==> config.mk <==
export PLATFORM = sky130hd
export DESIGN_NAME = branch_predictor
export DESIGN_NICKNAME = d
export VERILOG_FILES = /design/src/rtl/branch_predictor.sv
export SDC_FILE = /design/constraint.sdc
export NUM_CORES = 1
export LEC_CHECK = 0
export CORE_ASPECT_RATIO = 1.5
export CORE_MARGIN = 2
export CORE_UTILIZATION = 41
export CTS_BUF_LIST = sky130_fd_sc_hd__clkbuf_2
export CTS_CLUSTER_DIAMETER = 200
export DETAILED_ROUTE_END_ITERATION = 16
export PLACE_DENSITY = 0.64
export SLEW_MARGIN = 20
export SYNTH_ARGS = -nofsm -noshare
export SYNTH_HDL_FRONTEND = slang
export SYNTH_SLANG_ARGS = --single-unit
export TNS_END_PERCENT = 50
==> constraint.sdc <==
create_clock -name clk -period 23.4 [get_ports clk]
set_input_delay 3.51 -clock clk [delete_from_list [all_inputs] [get_ports clk]]
set_output_delay 3.51 -clock clk [all_outputs]
set_load 0.01 [all_outputs]
==> src/rtl/branch_predictor.sv <==
// Gshare direction predictor: 2-bit saturating counters indexed by PC xor global history,
// swept to weak-not-taken after reset, with combinational multi-port lookup.
package sys;
    typedef logic [31:0] addr_t;
    typedef logic        bool_t;
endpackage

package core;
    localparam int peval_width = 2;

    typedef struct packed {
        sys::addr_t base_pc;
    } branch_pred_req_t;

    typedef struct packed {
        logic       valid;
        sys::addr_t base_pc;
        logic       branch_taken;
    } branch_pred_fb_t;

    typedef struct packed {
        logic branch_taken;
        logic eval_alt;
    } branch_pred_rsp_t;

    localparam branch_pred_rsp_t branch_pred_rsp_default = '{branch_taken: 1'b0, eval_alt: 1'b1};
endpackage

// state | meaning
// INIT  | sweeping every counter to 01, lookups report low confidence
// READY | predicting and training from resolved branches
module branch_predictor #(
    parameter int peval_width = core::peval_width,
    parameter int index_bits  = 8,
    parameter int ghr_bits    = 4
) (
    input  logic                   clk,
    input  sys::bool_t             rst,
    input  core::branch_pred_req_t branch_pred_req [peval_width],
    input  core::branch_pred_fb_t  branch_pred_fb,
    output core::branch_pred_rsp_t branch_pred_rsp [peval_width],
    output sys::bool_t             init_done
);
    localparam int entries = 2 ** index_bits;
    localparam int ghr_w   = (ghr_bits > 0) ? ghr_bits : 1;

    typedef enum logic {INIT, READY} state_t;

    state_t                state, state_next;
    logic [index_bits:0]   init_ctr, init_ctr_next;
    logic [ghr_w-1:0]      ghr, ghr_next, ghr_shift;
    logic [index_bits-1:0] ghr_idx;
    logic [1:0]            table_q [entries];

    logic                  tbl_we;
    logic [index_bits-1:0] tbl_waddr;
    logic [1:0]            tbl_wdata;
    logic [index_bits-1:0] fb_idx;
    logic [1:0]            fb_old, fb_ctr;

    // Bimodal configuration keeps a 1-bit history register pinned at zero.
    if (ghr_bits == 0) begin : g_bimodal
        assign ghr_idx   = '0;
        assign ghr_shift = '0;
        wire unused_ghr = ^ghr;
    end else if (ghr_bits == 1) begin : g_ghr1
        assign ghr_idx   = index_bits'(ghr);
        assign ghr_shift = branch_pred_fb.branch_taken;
    end else begin : g_ghrn
        assign ghr_idx   = index_bits'(ghr);
        assign ghr_shift = {ghr[ghr_w-2:0], branch_pred_fb.branch_taken};
    end

    assign fb_idx = branch_pred_fb.base_pc[index_bits+1:2] ^ ghr_idx;
    assign fb_old = table_q[fb_idx];
    wire unused_fb_pc = ^branch_pred_fb.base_pc;

    always_comb begin
        fb_ctr = fb_old;
        if (branch_pred_fb.branch_taken) begin
            if (fb_old != 2'b11) fb_ctr = fb_old + 2'b01;
        end else begin
            if (fb_old != 2'b00) fb_ctr = fb_old - 2'b01;
        end
    end

    always_comb begin
        state_next    = state;
        init_ctr_next = init_ctr;
        ghr_next      = ghr;
        tbl_we        = 1'b0;
        tbl_waddr     = fb_idx;
        tbl_wdata     = fb_ctr;
        case (state)
            INIT: begin
                tbl_we        = 1'b1;
                tbl_waddr     = init_ctr[index_bits-1:0];
                tbl_wdata     = 2'b01;
                init_ctr_next = init_ctr + 1'b1;
                if (init_ctr == (index_bits + 1)'(entries - 1)) state_next = READY;
            end
            READY: begin
                if (branch_pred_fb.valid) begin
                    tbl_we   = 1'b1;
                    ghr_next = ghr_shift;
                end
            end
            default: state_next = INIT;
        endcase
        if (rst) begin
            state_next    = INIT;
            init_ctr_next = '0;
            ghr_next      = '0;
            tbl_we        = 1'b0;
        end
    end

    always_ff @(posedge clk) begin
        state    <= state_next;
        init_ctr <= init_ctr_next;
        ghr      <= ghr_next;
    end

    // Single write port, no reset: maps onto distributed RAM.
    always_ff @(posedge clk) begin
        if (tbl_we) table_q[tbl_waddr] <= tbl_wdata;
    end

    assign init_done = (state == READY);

    for (genvar p = 0; p < peval_width; p++) begin : g_lookup
        logic [index_bits-1:0] idx;
        logic [1:0]            ctr;
        wire unused_req_pc = ^branch_pred_req[p].base_pc;

        assign idx = branch_pred_req[p].base_pc[index_bits+1:2] ^ ghr_idx;
        assign ctr = table_q[idx];

        always_comb begin
            branch_pred_rsp[p] = core::branch_pred_rsp_default;
            if (state == READY && !rst) begin
                branch_pred_rsp[p].branch_taken = ctr[1];
                branch_pred_rsp[p].eval_alt     = (ctr == 2'b01) || (ctr == 2'b10);
            end
        end
    end
endmodule
* Word-level counts from Yosys, hierarchy flattened *
Memories as Yosys holds them, arrays and structs flattened.
Cells that the tools add are included.
W data, S select, Z words.

word-level totals
  register bits after elaboration = 14
  bits in latches = 0
  bits in writable memories = 512
  memory bits (read-only) = 0
  input bits = 100
  output and inout bits = 5
  logic and storage cells = 37
  memories kept = 1

cells by class
  $add $sub $neg = 3
  multiply operators = 0
  divide/modulo/power cells = 0
  $lt $le $gt $ge = 0
  equal/unequal tests = 6
  shift operators = 0
  mux-type cells = 14
  bitwise logic cells = 4
  reduce and logical (&&, ||, !) cells = 6

memory list
  memory   depth  bits a word  read ports  clocked after memory_dff  wr ports  line  source
  table_q  256    2            3           0                         1         53    logic [1:0] table_q [entries];

operators by type and width
  kind                   count
  $xor A8 B4 Y8          3
  $mux W2                6
  $add A9 B1 Y9 const B  1
  $eq A9 B8 Y1 const B   1
  $mux W8                1
  $mux W1                6
  $eq A2 B1 Y1 const B   2
  $eq A2 B2 Y1 const B   2
  $add A2 B1 Y2 const B  1
  $logic_or A1 B1 Y1     2
  $ne A2 B2 Y1 const B   1
  $pmux W1 S2            1
  $reduce_and A2 Y1      1
  $reduce_bool A2 Y1     1
  $sub A2 B1 Y2 const B  1
  $logic_and A1 B1 Y1    1
  $logic_not A1 Y1       1
  $not A1 Y1             1

* Depth between registers and ports, before layout *
Gate-level depths: netlist (run 1).
An unclocked memory read counts as a cell.

  word-level depth = 6
  gate-level depth with buffers = 13
  gate-level depth less buffers = 9

* Least setup slack after synthesis (run 1) *
OpenSTA, ideal clock, no wires.

  path type = input port to flip-flop
  from = input port branch_pred_fb[3] in the netlist's numbering
  to = memory table_q[0][1], data pin
  library setup time = 2188 ps
  data arrival time = 15356 ps
  data required time = 21212 ps
  path slack = 5857 ps
  cell stages on the path = 10
  path buffers = 3
  cells stage by stage = xor2_2 -> buf_2 -> buf_2 -> buf_2 -> mux2i_1 -> a22oi_1 -> a31oi_1 -> a2111oi_0 -> a211oi_1 -> o21ai_0

on the way
  longest elaborated chain between the ends = 6
  elaborated cells on any way between the ends = 10
  classes of those cells = 2 x add/sub; 1 x eq/ne; 4 x mux; 1 x bitwise; 1 x reduce/logical; 1 x memory

RTL lines
  item                                   line    source
  start, declared                        40      input core::branch_pred_fb_t branch_pred_fb,
  $xor A8 B4 Y8 *                        74      assign fb_idx = branch_pred_fb.base_pc[index_bits+1:2] ^ ghr_idx;
  $mem_v2 Z256 W2 *                      n/a
  $sub A2 B1 Y2 (tied with other cells)  83      if (fb_old != 2'b00) fb_ctr = fb_old - 2'b01;
  $mux W2, on equally long branches      83, 81
  $mux W2 *                              80      if (branch_pred_fb.branch_taken) begin
  $mux W2 *                              94      case (state)
  via tbl_wdata[1]                       57      logic [1:0] tbl_wdata;
  end, declared                          53

The timed path passes the listed nets; every way through them passes the cells marked *.

==> summary by stage, run 1 <==
CTS
The number of CTS-inserted buffers is around 110. Once the clock tree was built, the resizer swapped 0 gates to a different size. Clock-pin slew was measured on the worst setup and hold paths at ~0.13 ns. At the later pin of the worst-skew pair, clock insertion delay measures around 1.2 ns.

The number of levels the H-tree was split into is 3. CTS saw 526 sinks. The buffer count from post-CTS setup fixing is 0. The number of buffers between clock root and the deepest sink is 3. The clock tree from TritonCTS is built.

Buffers inserted to repair hold after CTS numbered 0. The cell at the root of the clock tree is clkbuf_2.

Synthesis
The commonest cells after synthesis are 512 x edfxtp_1, 349 x mux4_2, 302 x nor2_1. The combined area of all synthesized cells is 29700 um^2. Of the total synthesized cell area, the portion taken by full adders, half adders and majority gates is 0.08424%. The register bit count reported by yosys is between 500 and 600. The async set or reset register ratio after synthesis is 0%. The cell count after synthesis came out at about 2100.

The post-synthesis sequential area ratio is a little over half. The post-synthesis area per instance is around 14 um^2. The fraction of synthesized cell area in xor and xnor cells is less than 1%. The area share of and/or/nand/nor cells after synthesis is approximately a tenth.

By area, the combinational part of the netlist is dominated by multiplexers. Summed over its instances, the top area cell type makes up between 50 and 60% of the synthesized netlist area. The number of nets in the synthesized netlist is 2206. The netlist uses 56 different library cells. The compound-gate portion of the synthesized area is ~6.5%. The most used flip-flop cell after synthesis is edfxtp_1. In this run, synthesis inferred between 500 and 600 flip-flops with an integrated enable. The Yosys step of the flow raised 0 warnings. The most numerous cell in the Yosys netlist is edfxtp_1. The largest area contributor in the netlist is edfxtp_1. In the post-synthesis netlist, the biggest area contributors are edfxtp_1 52%, mux4_2 26%, nor2_1 3.8%.

The multiplexer fraction of the synthesized cell area is a little over a quarter.

Timing
The final setup TNS is 0 ns. Setup repair after global routing left no endpoint under its margin. The final hold slack is about 0.52 ns. The final worst-path cycle share is 53.72%. Clock skew on the completed layout was measured at 0.1306 ns. The number of max-slew violations in the final report came to 0. The relative max-transition margin is 16.96%. The time the final worst path needs with I/O delays and setup is roughly 13 ns. The count of final setup violators is 0. The final hold violation count is 0. The worst setup margin is roughly 11 ns. Timing would allow up to approximately 0.080 GHz. The measured slew at the worst slew-check pin is about 1.2 ns.

Critical path
The path type of the worst setup path is primary input to output pin. The worst register-to-register path ends at table_q[128][0]. The worst setup path is launched from a primary input. The depth of the worst register-to-register path is 14. Across all register-to-register paths, the minimum setup slack is about 16 ns. The arrival time at the worst endpoint is between 9 and 10 ns.

The category of the worst setup path capture point is an output pin. The startpoint identified for the worst register-to-register timing path is ghr[1]. The data required time at the worst endpoint is a little under 20 ns. The largest fanout on the critical path is 90.

Route
The total vias in the final route is around 22000. The detail-routed net length per standard cell is ~34 um. The count of nets left with antenna violations once routing finished came out at 0.

For this run, design rule violations remaining after detail routing come to 0. In this run, the number of DRC markers left after iteration 0 of detailed routing was between 3000 and 4000. The iteration count of the initial detailed-routing pass is 5. The detailed router put a total of between 30 and 40 mm of wire on met1.

The highest metal layer carrying signal wires in the routed design is met5. The number of vias per cell is approximately 7.0. The overall routed net length is about 110 mm. The detailed-routed wire length on met3 is around 12 mm. The met2 wire length is just over 50 mm.

Floorplanning
In this run the horizontal extent of the chip is roughly 220 um. The initial utilization of the core area, before any placement, comes to around two fifths. The core region is 71620 um^2. The area enclosed by the die boundary is approximately 75000 um^2. 105 I/O pins were placed. Measured along the y axis, the die boundary spans around 330 um. Row generation in the floorplan step produced 120 rows.

Job
The total of max-cap violations is 0.

Placement
The pre-CTS worst setup slack is between 10 and 15 ns. The count of buffers added on input and output ports is 32. The estimated wirelength of the detail-placed design is roughly 64 mm. The post-placement cell area is 31070 um^2. The congestion estimate from routability-driven global placement came to 0.9553.

Pwr
The clock network accounts for a little under a third of the total power. Of the total power, combinational logic draws about an eighth. The power density relative to cell area is approximately 57 nW/um^2.

In this run the static leakage power is approximately 10 nW. Of the total power, registers draw about 56%. Summed over all nets, the switching power comes to between 0.0005 and 0.0006 W. The internal power of the cells totals 0.001293 W. The maximum resistive drop on vdd is about 0.053 mV. The fraction of power spent switching nets is between 20% and 30%.

GRT
The number of global-route vias before repair is approximately 22000. The aggregate global routing overflow is 0. The first global-routing pass estimated approximately 150 mm of wire.

The total routing resource utilization after global routing is around 28%. Entering global routing, the biggest net connects roughly 250 pins. The number of antenna violations at the first check in global routing is 4.

Cells and area
Once layout is complete, the utilization of the core stands at 44.78%. Summing all non-filler instances in the final layout gives an area of 32070 um^2. The post-route netlist has ~28% of its cells at a drive strength greater than 1. The final-stage net count is approximately 2200. The area growth from synthesis to layout is 7.969%.

Hold path
The worst hold path was traced through 2 stages. The worst hold path terminates at init_ctr[8]. The worst min-delay path class is flip-flop to flip-flop. In this run the most critical hold path is launched from init_ctr[8].

Outcome
The run finished with clean final reports.
==> worst max path at each step <==
stage / from / depth (start not counted) / endpoint / slack, ns
4_1_cts: branch_pred_req[2] / 13 / branch_pred_rsp[0] / 10.80
6_report: branch_pred_req[2] / 13 / branch_pred_rsp[0] / 10.83
3_3_place_gp: branch_pred_req[2] / 13 / branch_pred_rsp[0] / 10.80
3_5_place_dp: branch_pred_req[2] / 13 / branch_pred_rsp[0] / 10.82
2_1_floorplan: branch_pred_fb[3] / 10 / table_q[0][1] / 5.86
5_1_grt: branch_pred_req[2] / 13 / branch_pred_rsp[0] / 10.57
==> sequential cells by signal, indices dropped and copies added, names as in the netlist <==
name and cells:
table_q 512, init_ctr 9, ghr 4, init_done 1
==> cells by family after synthesis <==
group / after synthesis
AOI/OAI and AO/OA: 278
xor gates and xnor gates: 29
adders and majority gates: 2
buffers and inverters: 195
DFF: 526
muxes: 367
and+or+nand+nor: 707
==> critical path, stage by stage <==
cell	delay, ns
clkdlybuf4s50_1	0.55
xor2_4	0.18
buf_12	0.60
buf_4	0.78
mux4_2	0.59
a22oi_1	0.32
a21oi_1	0.17
nor4_1	0.82
nor3_1	0.09
nor3_1	0.49
xor2_1	0.28
nand2_1	0.11
clkdlybuf4s50_1	0.51
==> cell type report <==
type | count | area, um^2
Tap cell | 915 | 1145
Antenna cell | 2 | 5.005
Clock inverter | 47 | 215.2
Sequential cell | 526 | 15660
Clock buffer | 156 | 780.7
Multi-Input combinational cell | 1383 | 13490
Fill cell | 6289 | 39550
Inverter | 9 | 33.78
Timing Repair Buffer | 80 | 747.0
==> cells in the final DEF, fill, tap and decap left out, types with 11 or more instances in the layout <==
cell type and instances:
a31oi_1 11, mux4_2 349, nand2_1 225, edfxtp_1 512, clkinv_1 34, or2_2 11, mux2i_1 17, nor4_1 11
clkbuf_2 156, buf_4 42, dfxtp_1 13, nand3_1 90, nand4_1 25, a22oi_1 135, a21oi_1 71, clkdlybuf4s50_1 32
nor2_1 288
==> per-stage QoR <==
stage	cells	total power, W
after floorplan	2104	0.001175
after global placement	2913	0.001259
after detailed placement	2913	0.001260
after CTS	3116	0.001810
after global routing	3117	0.001857
final	3118	0.001813
==> power by group through the flow <==
stage          Clock [W]  Sequential [W]  Combinational (W)
6_report        0.000567         0.00102           0.000228
4_1_cts         0.000571         0.00102           0.000221
5_1_grt         0.000606         0.00102           0.000233
2_1_floorplan          0         0.00104           0.000136
3_5_place_dp           0         0.00104           0.000221
3_3_place_gp           0         0.00104           0.000220
==> routing by layer <==
layer,vias up,global-route usage [%]
met5,-,0
met4,6,22.58
met3,484,6.484
met2,1668,46.26
met1,11047,31.13
li1,8568,-
(Power assumes the default switching activity.)
==> run 2, diff against run 1 <==
- PLACE_DENSITY: 0.64 -> 0.66
- clock period: 23.4 -> 11.2 ns (I/O delays scaled with it)
==> run 2 against run 1 <==
Against the previous run:
- clock power grew 110%
- total power grew 110%
- first-iteration DRC count grew 8.6%
- register-to-register slack lost 11 ns
- critical path depth shrank 1
- count of clock-buffer cells in the layout grew 4
- via count shrank 0.57%
- cell count grew 0.16%
- combinational power grew 110%
==> summary by stage, run 2 (synthesis gave the netlist of run 1 again) <==
CTS
The buffer count from post-CTS setup fixing came to 0 (unchanged). The cell at the root of the clock tree is clkbuf_2. The number of cells upsized or downsized after cts is 0 (unchanged). The clock input transition at the sequential cells of the worst setup and hold paths came to 0.09 ns (-0.04 ns).

The number of buffers between clock root and the deepest sink was 3 (unchanged). The hold-fix buffer count after cts is 0 (unchanged). TritonCTS built the clock tree. The number of levels the H-tree was split into was 3 (unchanged). The sink count of the clock tree was 526 (unchanged). The insertion delay of the later-clocked pin in the worst-skew pair is 1.24 ns (+0.02 ns). The number of CTS-inserted buffers was 114 (+2.7%).

Cells and area
The library cell used most frequently in the layout, excluding fill and tap cells, is edfxtp_1. The largest registers in the layout are table_q: 512 flops, init_ctr: 9 flops, ghr: 4 flops. The final-stage net count was 2221 (+0.36%). The area growth from synthesis to layout is 8.361%. The largest register by flop count is table_q. The ratio of cells with drive above 1 in the final layout came to 28.00% (+0.10 points). The footprint of the flip-flops and latches was 15660 um^2 (unchanged).

The multi-input logic area is 13480 um^2 (about the same). The filler cell count in the final layout was 6274 (-0.24%). The number of flip-flops under the largest register name is 512 (unchanged). The share of the core filled with cells in the final layout came to 44.94% (+0.16 points). Leaving out fill and tap cells, the most frequent cells in the layout are 512 x edfxtp_1, 349 x mux4_2, 288 x nor2_1, 226 x nand2_1, 160 x clkbuf_2.

Floorplanning
The die boundary height is 333.7 um (unchanged). The core region area was 71620 um^2 (unchanged). The starting density of the core is 41.48% (unchanged). The die boundary width is 223.8 um (unchanged).

The floorplan row count is 120 (unchanged). The I/O pin count came to 105 (unchanged). The area enclosed by the die boundary is 74660 um^2 (unchanged).

GRT
The pin count of the biggest net entering global routing is 257 (+4.9%). The number of antenna violations at the first check in global routing is 5 (+1). The aggregate global routing overflow is 0 (unchanged).

The number of global-route vias before repair was 21877 (-0.12%). The global-route wire length before repair is 147.2 mm (-1.2%). The total routing resource utilization after global routing is 27.67% (-0.38 points).

Route
The DRC violation total after the first TritonRoute iteration is 3396 (+8.6%). The detail-routed net length per standard cell is 33.11 um (-1.8%). The number of vias per cell was 6.932 (-0.73%).

The met2 wire length is 49.64 mm (-2.6%). The post-detailed-route count of antenna-violating nets is 0 (unchanged). The iteration count of the initial detailed-routing pass is 9 (+4).

The overall routed net length is 103.4 mm (-1.7%). The routed length on met1 is 31.72 mm (-2.7%). After detailed routing, no signal wire sits above met5. The number of remaining DRC errors is 0 (unchanged).

The detailed-routed wire length on met3 was 12.18 mm (+3.2%). The total vias in the final route came to 21648 (-0.57%).

Placement
The global placer's final weighted congestion came to 0.9859 (+3.2%). The number of input and output port buffers inserted was 32 (unchanged). The estimated wirelength of the detail-placed design is 64.28 mm (+0.23%).

Pwr
The static leakage power was 10.20 nW (+0.27%). The power density relative to cell area is 117.2 nW/um^2 (+110%). The maximum resistive drop on vdd is 0.1181 mV (+120%).

Timing
The final setup TNS is 0 ns (unchanged). The number of max-slew violations in the final report is 0 (unchanged). The time the final worst path needs with I/O delays and setup is approximately 8.5 ns.

The final worst clock skew was 0.1257 ns (-0.004930 ns). Setup repair after global routing left no endpoint under its margin. The relative max-transition margin is 22.35% (+5.4 points).

The measured slew at the worst slew-check pin is 1.162 ns (-0.07444 ns). The count of final setup violators is 0 (unchanged). Static timing analysis puts the maximum clock frequency at around 0.12 GHz.

The final hold violation count came to 0 (unchanged). The final worst-path cycle share is 75.99%.

Outcome
The run finished with clean final reports.

Critical path
The delay of the slowest critical-path stage is 0.94 ns (+0.12 ns). The data required time at the worst endpoint is 9.52 ns (-10.37 ns). The largest fanout on the critical path is 44 (-51%). The slowest cell on the critical path is nor4_1. The category of the worst setup path capture point is an output pin. The arrival time at the worst endpoint is 6.83 ns (-2.23 ns). The signal on the critical path passes through clkdlybuf4s50_1, xor2_4, buf_4, mux4_2, a22oi_1, a21oi_1, nor4_1, o22ai_1, nor3_1, xor2_1, nand2_1, clkdlybuf4s50_1. The path type of the worst setup path is primary input to output pin.

STA classifies the critical path startpoint as a primary input. In this design, the critical path's most frequently occurring cell is clkdlybuf4s50_1.

Job
The total of max-cap violations is 0 (unchanged).

Hold path
The path class of the tightest hold or removal check is flip-flop to flip-flop.
## run 2: cell count changes in the layout (fill, tap and decap cells not counted), moves of 4 or more
cell	delta
diode_2	+6
buf_12	+4
clkinv_1	-5
clkinv_2	-6
clkbuf_2	+4
## run 2: final cells by class
| class | instances | area share [%] |
|---|---|---|
| Sequential cell | 526 | 48.64 |
| Multi-Input combinational cell | 1383 | 41.89 |
| Tap cell | 915 | 3.557 |
| Timing Repair Buffer | 85 | 2.705 |
| Clock buffer | 160 | 2.488 |
| Clock inverter | 37 | 0.5520 |
| Inverter | 9 | 0.1050 |
| Antenna cell | 8 | 0.06219 |
## run 2: critical path: cells and delay by family
kind / cells / cell delay (ns)
compound gates: 3 / 0.69
xor+xnor: 2 / 0.68
buf+inv: 3 / 1.72
mux: 1 / 0.44
simple gates: 3 / 1.54
## run 2: metrics by stage
step                total power [W]  setup WS [ns]  instances  cell area, um^2  hold slack, ns
CTS                        0.003767          2.514       3113            32110          0.5115
global placement           0.002628          2.544       2916            31130          0.4746
detailed placement         0.002630          2.567       2916            31130          0.4894
global route               0.003879          2.714       3118            32180          0.5375
floorplan                  0.002455          1.828       2104            29710          0.4585
finish                     0.003774          2.689       3123            32190          0.5060
## run 2: where the power goes
| group | switching [W] | total [W] | internal (W) | leakage, nW |
|---|---|---|---|---|
| clock | 0.000762 | 0.00117 | 0.000407 | 0.747 |
| sequential | 0.00000273 | 0.00213 | 0.00212 | 5.14 |
| combinational | 0.000302 | 0.000478 | 0.000176 | 4.32 |
## run 2: worst paths after layout
| check | from | end | slack, ns | cells past startpoint |
|---|---|---|---|---|
| setup / recovery | branch_pred_req[3] | branch_pred_rsp[0] | 2.69 | 12 |
| hold / removal | init_ctr[8] | init_ctr[8] | 0.51 | 2 |
| setup reg to reg | ghr[0] | table_q[226][1] | 5.25 | 14 |
| hold reg to reg | init_ctr[8] | init_ctr[8] | 0.51 | 2 |
## run 2: routing by layer
layer / vias up / track usage (%)
li1: 8592 / -
met1: 10831 / 30.79
met2: 1721 / 44.78
met3: 502 / 6.995
met4: 2 / 22.94
met5: - / 0
